[config.mk]
export PLATFORM = sky130hd
export DESIGN_NAME = tc_byteen_timer
export DESIGN_NICKNAME = d
export VERILOG_FILES = /design/src/rtl/tc_byteen_timer.sv
export SDC_FILE = /design/constraint.sdc
export NUM_CORES = 1
export LEC_CHECK = 0
export ABC_AREA = 1
export CORE_ASPECT_RATIO = 1.4
export CORE_UTILIZATION = 45
export CTS_CLUSTER_DIAMETER = 60
export DETAILED_ROUTE_END_ITERATION = 10
export PLACE_DENSITY = 0.71
export SYNTH_ARGS = -nofsm -noshare
export SYNTH_HDL_FRONTEND = slang
export SYNTH_SLANG_ARGS = --single-unit
[constraint.sdc]
create_clock -name clk -period 2.3 [get_ports clk]
set_input_delay 0.23 -clock clk [delete_from_list [all_inputs] [get_ports clk]]
set_output_delay 0.23 -clock clk [all_outputs]
set_load 0.02 [all_outputs]
[src/rtl/tc_byteen_timer.sv]
// Memory-mapped down-counting timer with byte-lane writes and a CP0 interrupt request.
// Registers: CTRL (IM/Mode/Enable), PRESET, COUNT (read-only), and a reserved slot.
module tc_byteen_timer #(
  parameter logic [31:0] BASE_ADDR = 32'h0000_7F00
) (
  input  logic        clk,
  input  logic        reset,
  input  logic [31:0] addr,
  input  logic        we,
  input  logic [3:0]  byteen,
  input  logic [31:0] wdata,
  output logic [31:0] rdata,
  output logic        irq
);

  typedef enum logic [1:0] {
    IDLE = 2'd0,
    LOAD = 2'd1,
    CNT  = 2'd2,
    INT  = 2'd3
  } state_t;

  state_t      state;
  logic [3:0]  ctrl;
  logic [31:0] preset;
  logic [31:0] count;
  logic        irq_flag;

  logic        hit;
  logic [1:0]  offset;
  logic        wr_ctrl;
  logic        wr_preset;
  logic        wr_clr;
  logic        addr_unused;

  assign hit         = (addr[31:4] == BASE_ADDR[31:4]);
  assign offset      = addr[3:2];
  assign addr_unused = ^addr[1:0];

  // CTRL only accepts the low lane; any CTRL or PRESET access drops a pending flag.
  assign wr_ctrl   = we && hit && (offset == 2'd0) && byteen[0];
  assign wr_preset = we && hit && (offset == 2'd1);
  assign wr_clr    = we && hit && ((offset == 2'd0) || (offset == 2'd1));

  function automatic logic [31:0] merge_bytes(input logic [31:0] old_w,
                                              input logic [31:0] new_w,
                                              input logic [3:0]  be);
    logic [31:0] r;
    r = old_w;
    for (int i = 0; i < 4; i++) begin
      if (be[i]) r[8*i +: 8] = new_w[8*i +: 8];
    end
    return r;
  endfunction

  always_ff @(posedge clk) begin
    if (reset) begin
      state    <= IDLE;
      ctrl     <= 4'd0;
      preset   <= 32'd0;
      count    <= 32'd0;
      irq_flag <= 1'b0;
    end else begin
      // A CPU write to CTRL overrides the one-shot Enable clear from INT.
      if (wr_ctrl) begin
        ctrl <= wdata[3:0];
      end else if ((state == INT) && (ctrl[2:1] != 2'b01)) begin
        ctrl[0] <= 1'b0;
      end

      if (wr_preset) preset <= merge_bytes(preset, wdata, byteen);

      case (state)
        IDLE: if (ctrl[0]) state <= LOAD;
        LOAD: begin
          count <= preset;
          state <= CNT;
        end
        CNT: begin
          if (!ctrl[0]) begin
            state <= IDLE;
          end else if (count == 32'd0) begin
            state    <= INT;
            irq_flag <= 1'b1;
          end else begin
            count <= count - 32'd1;
          end
        end
        INT: begin
          if (ctrl[2:1] == 2'b01) begin
            state    <= LOAD;
            irq_flag <= 1'b0;
          end else begin
            state <= IDLE;
          end
        end
        default: state <= IDLE;
      endcase

      if (wr_clr) irq_flag <= 1'b0;
    end
  end

  always_comb begin
    rdata = 32'd0;
    if (hit) begin
      case (offset)
        2'd0:    rdata = {28'd0, ctrl};
        2'd1:    rdata = preset;
        2'd2:    rdata = count;
        default: rdata = 32'd0;
      endcase
    end
  end

  assign irq = irq_flag & ctrl[3];

endmodule
==> flow_summary.rst <==
.. list-table::
   :header-rows: 1

   * - Metric
     - Value
   * - Hold WS
     - 0.467 ns
   * - Critical path endpoint category
     - primary output
   * - Reg-to-reg startpoint
     - count[0]
   * - Number of warnings printed during yosys synthesis
     - 0
   * - Final critical delay including setup and external delays
     - 2.13 ns
   * - Total power density per cell area
     - 425 nW/µm²
   * - Final antenna-violating net count
     - 0
   * - TritonCTS Buffers
     - 9
   * - Global-route wire length before repair
     - 24.7 mm
   * - Number of input and output port buffers inserted
     - 101
   * - Synth Area in XOR/XNOR
     - 0.359%
   * - Status
     - finished, final reports clean
   * - Worst Min Path Start
     - wdata[26]
   * - Arrival time reported for the critical path endpoint
     - 1.90 ns
   * - Most common library cell in the layout ignoring fill and taps
     - nand2_1
   * - Critical Path Start
     - addr[2]
   * - Die area
     - 11,300 µm²
   * - Combinational family with the most area after synthesis
     - simple AND/OR/NAND/NOR gates
   * - Mean area per synthesized cell
     - 5.48 µm²
   * - Clock Path Buffers
     - 2
   * - Setup repair after global routing missed its margin
     - no
   * - FP Rows
     - 44
   * - Clock root buffer
     - clkbuf_16
   * - Routed via count divided by cell count
     - 4.97
   * - WL per Instance
     - 12.7 µm
   * - First-pass detailed-route iteration total
     - 7
   * - Number of nets in the layout
     - 1,064
   * - Final HPWL from detailed placement
     - 10.8 mm
   * - Critical R2R Capture
     - count[27]
   * - Final wirelength
     - 14.4 mm
   * - Skew-Pair Late Insertion Delay
     - 0.34 ns
   * - Post-layout instance area
     - 6350 µm²
   * - Slew HR
     - 64.2%
   * - DRT iter0 DRCs
     - 253
   * - Overall via count from detail_route
     - 5,637
   * - Clock tree from TritonCTS
     - yes
   * - Inserted Diodes
     - 0
   * - Max-capacitance violation count
     - 0
   * - Number of primary I/O pins
     - 104
   * - Vert. Die Dim
     - 125 µm
   * - Adder and majority gate portion of the synthesized area
     - 0.257%
   * - Number of antenna violations at the first check in global routing
     - 0
   * - Final Cycle Share
     - 92.4%
   * - Final setup violation count
     - 0
   * - Switching power of the nets
     - 0.598 mW
   * - Net count after synthesis
     - 962
   * - Portion of netlist area occupied by mux cells
     - 0%
   * - Synth-to-Final Area Change
     - 30.3%
   * - Worst path required time
     - 2.07 ns
   * - Proportion of total power due to net switching
     - 22.1%
   * - Clock sink count
     - 71
   * - Simple logic cell fraction of the synthesized area
     - 52.0%
   * - Post-Synthesis Cell Area
     - 4870 µm²
   * - Clock skew
     - 0.00681 ns
   * - Layout cell share with drive strength beyond 1
     - 6.33%
   * - Static power due to leakage
     - 3.30 nW
   * - Power after layout
     - 2.70 mW
   * - Clock-pin slew on the worst setup and hold paths
     - 0.06 ns
   * - Core Box Area
     - 10,500 µm²
   * - DIE WIDTH
     - 90.0 µm
   * - Complex-gate fraction of the synthesized area
     - 7.42%
   * - Worst IR Drop VDD
     - 306 µV
   * - Reg2Reg Setup Slack
     - 0.22 ns
   * - Yosys top cell by area
     - dfxtp_1
   * - CTS HTree Levels
     - 3
   * - Synth top area cells
     - dfxtp_1 29%, nand2_1 23%, nor2_1 17%, inv_1 6.8%, nand3_1 6.1%
   * - Leading cell types in the layout, fill and taps excluded
     - 295 x nand2_1, 223 x nor2_1, 88 x inv_1
   * - Fin Setup TNS
     - 0 ns
   * - Transition time at the pin with the least slew margin
     - 0.536 ns
   * - Portion of total power attributed to sequential cells
     - 45.6%
   * - Max Transition Viols Final
     - 0
   * - Placed Instance Area
     - 6130 µm²
   * - Capture point of the critical path
     - rdata[7]
   * - Hold Violations, Final
     - 0
   * - Crit-path max FO
     - 14
   * - Power share of the clock group
     - 46.9%
   * - Critical path startpoint category
     - primary input
   * - Last weighted congestion value of the routability-driven placer
     - 0.932
   * - Logic depth of the worst register-to-register path
     - 12
   * - Pint
     - 2.10 mW
   * - #FFs+latches synth
     - 71
   * - Hold buffer count at cts
     - 0
   * - Largest net degree at the start of global routing
     - 35
   * - Synthesized instance count
     - 890
   * - Part of the total power dissipated in combinational logic
     - 7.6%
   * - Post-synthesis sequential area ratio
     - 29.2%
   * - Residual DRC
     - 0
   * - Post-synth top area share
     - 29.2%
   * - Via count of the first global-routing pass
     - 5,373
   * - Fmax
     - 0.471 GHz
   * - Initial cell density of the core
     - 46.6%
   * - Crit path kind
     - in -> out
   * - Count of unique library cells instantiated by Yosys
     - 27
   * - Class of the most critical hold timing path
     - in -> reg
   * - Combined global-route utilization of all metal layers
     - 26.8%
   * - Gr ovfl total
     - 0
what timing repair did:
item,CTS,global route
endpoints found under the setup margin,32,2
setup buffers,0,0
pin swaps,0,0
gates resized for setup,32,3
endpoints found under the hold margin,0,0
cells by family (layout without fill, tap and decap cells):
| family | after synthesis | count (layout) |
|---|---|---|
| simple gates | 619 | 619 |
| buf+inv | 126 | 232 |
| compound gates | 71 | 71 |
| flops | 71 | 71 |
| xor+xnor | 2 | 2 |
| fa+ha+maj | 1 | 1 |
worst min path at each step:
stage,depth (start not counted),endpoint
floorplan,1,state[1]
global placement,2,irq_flag
detailed placement,2,irq_flag
CTS,3,preset[26]
global route,3,preset[28]
finish,3,preset[26]
Yosys cell counts (all sizes together):
master	count
nand2	298
inv	90
o22ai	4
clkbuf	22
nor3	2
o21ai	30
a31oi	1
nor3b	1
dfxtp	71
nor2	239
buf	14
nand4	18
ha	1
and2	1
a21oi	36
nand3	60
xor2	2
flip-flops by register name, summed over array words and instances (netlist names):
signal,cells
state,2
count,32
preset,32
irq_flag,1
ctrl,4
routing by layer:
| metal | share of wire [%] | wire length [µm] | track usage [%] | vias to the layer above |
|---|---|---|---|---|
| met5 | 0 | 0 | 0 | - |
| met4 | 3.1 | 443 | 10.3 | 0 |
| met3 | 5.4 | 777 | 5.05 | 35 |
| met2 | 49 | 7000 | 47.3 | 192 |
| met1 | 43 | 6160 | 32.1 | 2461 |
| li1 | - | - | - | 2949 |
area by class of cell:
| type | count | area (µm²) |
|---|---|---|
| clock buffers | 11 | 243 |
| multi-input cells | 693 | 2930 |
| repair buffers | 127 | 1230 |
| flip-flops and latches | 71 | 1420 |
| fillers | 1072 | 4110 |
| well taps | 138 | 173 |
| clock inverters | 4 | 22.5 |
| inverters | 90 | 338 |
through the flow:
| step | utilization (%) | setup slack, ns | std cells |
|---|---|---|---|
| 4_1_cts | 60.8 | 0.174 | 1134 |
| 3_5_place_dp | 58.6 | -0.106 | 1119 |
| 5_1_grt | 60.7 | 0.00136 | 1134 |
| 2_1_floorplan | - | 0.600 | 890 |
| 6_report | 60.7 | 0.175 | 1134 |
| 3_3_place_gp | 58.6 | -0.0912 | 1119 |
critical path, cell delays in order:
cell             delay (ns)
clkdlybuf4s50_1        0.49
inv_1                  0.10
nor2_2                 0.19
buf_4                  0.24
nand2_1                0.07
a21oi_1                0.19
dlygate4sd2_1          0.37
power by group through the flow:
stage	registers (mW)	clock network [mW]	logic, mW
after floorplan	1.26	0	0.0490
after global placement	1.26	0	0.203
after detailed placement	1.26	0	0.204
after CTS	1.23	1.29	0.205
after global routing	1.23	1.33	0.219
final	1.23	1.27	0.204
Power figures use the tool's default switching activity.
==> patch (config.mk and constraints unchanged) <==
The 4 states of `state_t` get a one-hot encoding in 4 bits.
--- a/src/rtl/tc_byteen_timer.sv
+++ b/src/rtl/tc_byteen_timer.sv
@@ -13,11 +13,11 @@
   output logic        irq
 );
 
-  typedef enum logic [1:0] {
-    IDLE = 2'd0,
-    LOAD = 2'd1,
-    CNT  = 2'd2,
-    INT  = 2'd3
+  typedef enum logic [3:0] {
+    IDLE = 4'b0001,
+    LOAD = 4'b0010,
+    CNT  = 4'b0100,
+    INT  = 4'b1000
   } state_t;
 
   state_t      state;
Formal check against the unedited RTL: no difference found for any inputs over 4 cycles, from zero or initial values and one cycle with reset high; so few cycles prove little.
==> patch against the original RTL <==
Non-clock buffer count is 1 higher; setup slack got worse by 0.012 ns; wire length is 4.8% higher; synthesized area increased by 1.1%; final area up 1.7%; sequential cell count increased by 2; utilization grew 0.73 points; critical path type unchanged; largest cell class unchanged.
Power is not compared: it rests on default switching activity, and its combinational part moved more than twofold at a synthesized area within 25%.
==> patch: results (changes against the original RTL) <==
| Metric | Value |
|---|---|
| Critical-path maximum fanout | 9 (-5) |
| Min-Delay Startpoint | wdata[11] |
| Static leakage | about 3.3 nW |
| CTS root buf | clkbuf_16 |
| Clk pin slew, worst setup/hold paths | 0.06 ns (about the same) |
| First-pass GRT wire length | 25260 um (+2.5%) |
| CTS buffer count | 9 (unchanged) |
| Largest net degree at the start of global routing | 49 (+40%) |
| Diode count | 0 (unchanged) |
| Register-to-register setup slack | 0.24 ns (+0.02 ns) |
| Yosys cell types | 27 (unchanged) |
| Vias/cell | 5.017 (+0.92%) |
| Worst Tran Pin Value | 0.5447 ns (+0.009052 ns) |
| Status | finished clean |
| Top Registers | count: 32 flops, preset: 32 flops |
| Post-synth ARST share | 0% (unchanged) |
| Worst-case clock buffer depth | 2 (unchanged) |
| Yosys warns | 0 (unchanged) |
| Sequential share of the synthesized area | 29.66% (+0.49 points) |
| Worst Setup SP | addr[16] |
| R2r startpoint | count[0] |
| Final nets | 1073 (+0.85%) |
| Hpwl dp | 11380 um (+5.0%) |
| Area post-placement | 6187 um2 (+0.94%) |
| GRT Total Usage | 27.91% (+1.1 points) |
| FF-to-FF path depth | 11 (-1) |
| Drt initial violations | 310 (+23%) |
| Share of layout cells above drive strength 1 | 5.970% (-0.36 points) |
| Largest stage delay, worst path | 0.43 ns (-0.06 ns) |
| Pre-antenna DRT Iters | 5 (-2) |
| Mapped Nets | 969 (+0.73%) |
| Arrival @ worst endpoint | about 1.9 ns |
| Hold Path Sink | preset[11] |
| Commonest register cell after synthesis | dfxtp_1 |
| Ranking of synthesized cells by area | dfxtp_1 (30%), nand2_1 (22%), nor2_1 (18%) |
| Vias in the first global route | 5562 (+3.5%) |
| DR WL/cell | 13.19 um (+4.0%) |
| Clock Skews | 0.007776 ns (+0.0009624 ns) |
| GPL Wtd Cong | 0.9445 (+1.3%) |
| Slowest-stage cell, CP | clkdlybuf4s50_1 |
| Setup Fix Bufs, Post-CTS | 0 (unchanged) |
| Commonest cells post-synth | nand2_1 (285), nor2_1 (236), inv_1 (91) |
[patch: cell count changes after synthesis, moves of 3 or more]
cell / change
inv_1: +3
nand2_1: -10
nand3_1: +10
clkbuf_1: -5
o21ai_0: -6
nor2_1: +12
nor2_2: -6
a21oi_1: -3
buf_1: +3
[patch: how the worst max path moves through the flow]
stage | end | slack, ns
after global routing | rdata[15] | 0.002
after detailed placement | rdata[26] | -0.15
after CTS | rdata[31] | 0.13
after global placement | rdata[31] | -0.11
after floorplan | rdata[11] | 0.63
final | rdata[26] | 0.16
[patch: metal layers]
layer	track usage, %	routed length [um]	up-vias	part of all wire (%)
li1	-	-	2979	-
met3	3.744	622	41	4.1
met4	13.95	585	0	3.9
met5	0	0	-	0
met2	50.25	7480	160	50
met1	32.15	6383	2554	42
[patch: layout make-up]
cell class / instances / area (um2)
Fill cell: 1089 / 4053
Multi-Input combinational cell: 696 / 2940
Sequential cell: 73 / 1461
Timing Repair Buffer: 128 / 1220
Inverter: 93 / 349.1
Clock buffer: 10 / 239.0
Tap cell: 138 / 172.7
Clock inverter: 5 / 80.08
[patch: logic make-up after synthesis]
group | synth area share, %
fa+ha+maj | 0.2539
simple gates | 52.18
buf+inv | 10.72
flops | 29.66
xor+xnor | 0.5334
compound gates | 6.653
[patch: metrics by stage]
stage,instances,util [%],setup slack [ns],hold WS (ns)
5_1_grt,1143,61.46,0.001678,0.4848
3_5_place_dp,1128,58.84,-0.1457,0.4716
6_report,1143,61.46,0.1623,0.4672
4_1_cts,1143,61.49,0.1348,0.4666
2_1_floorplan,897,-,0.6308,0.3023
3_3_place_gp,1128,58.84,-0.1084,0.4675
[patch: power by group]
part	switching [mW]	internal, mW
sequential	0.0103	1.27
combinational	0.235	0.205
clock	0.560	0.971
[patch: worst reg2reg max path: stages (launching register included)]
cell and delay [ns]:
dfxtp_1 0.32, inv_1 0.13, ha_1 0.26, nand2_2 0.12
nor2_4 0.14, nand2_2 0.08, nor2_4 0.16, nand2_4 0.11
nand3_4 0.40, nand2_1 0.12, nand2_1 0.08, nor2_1 0.04
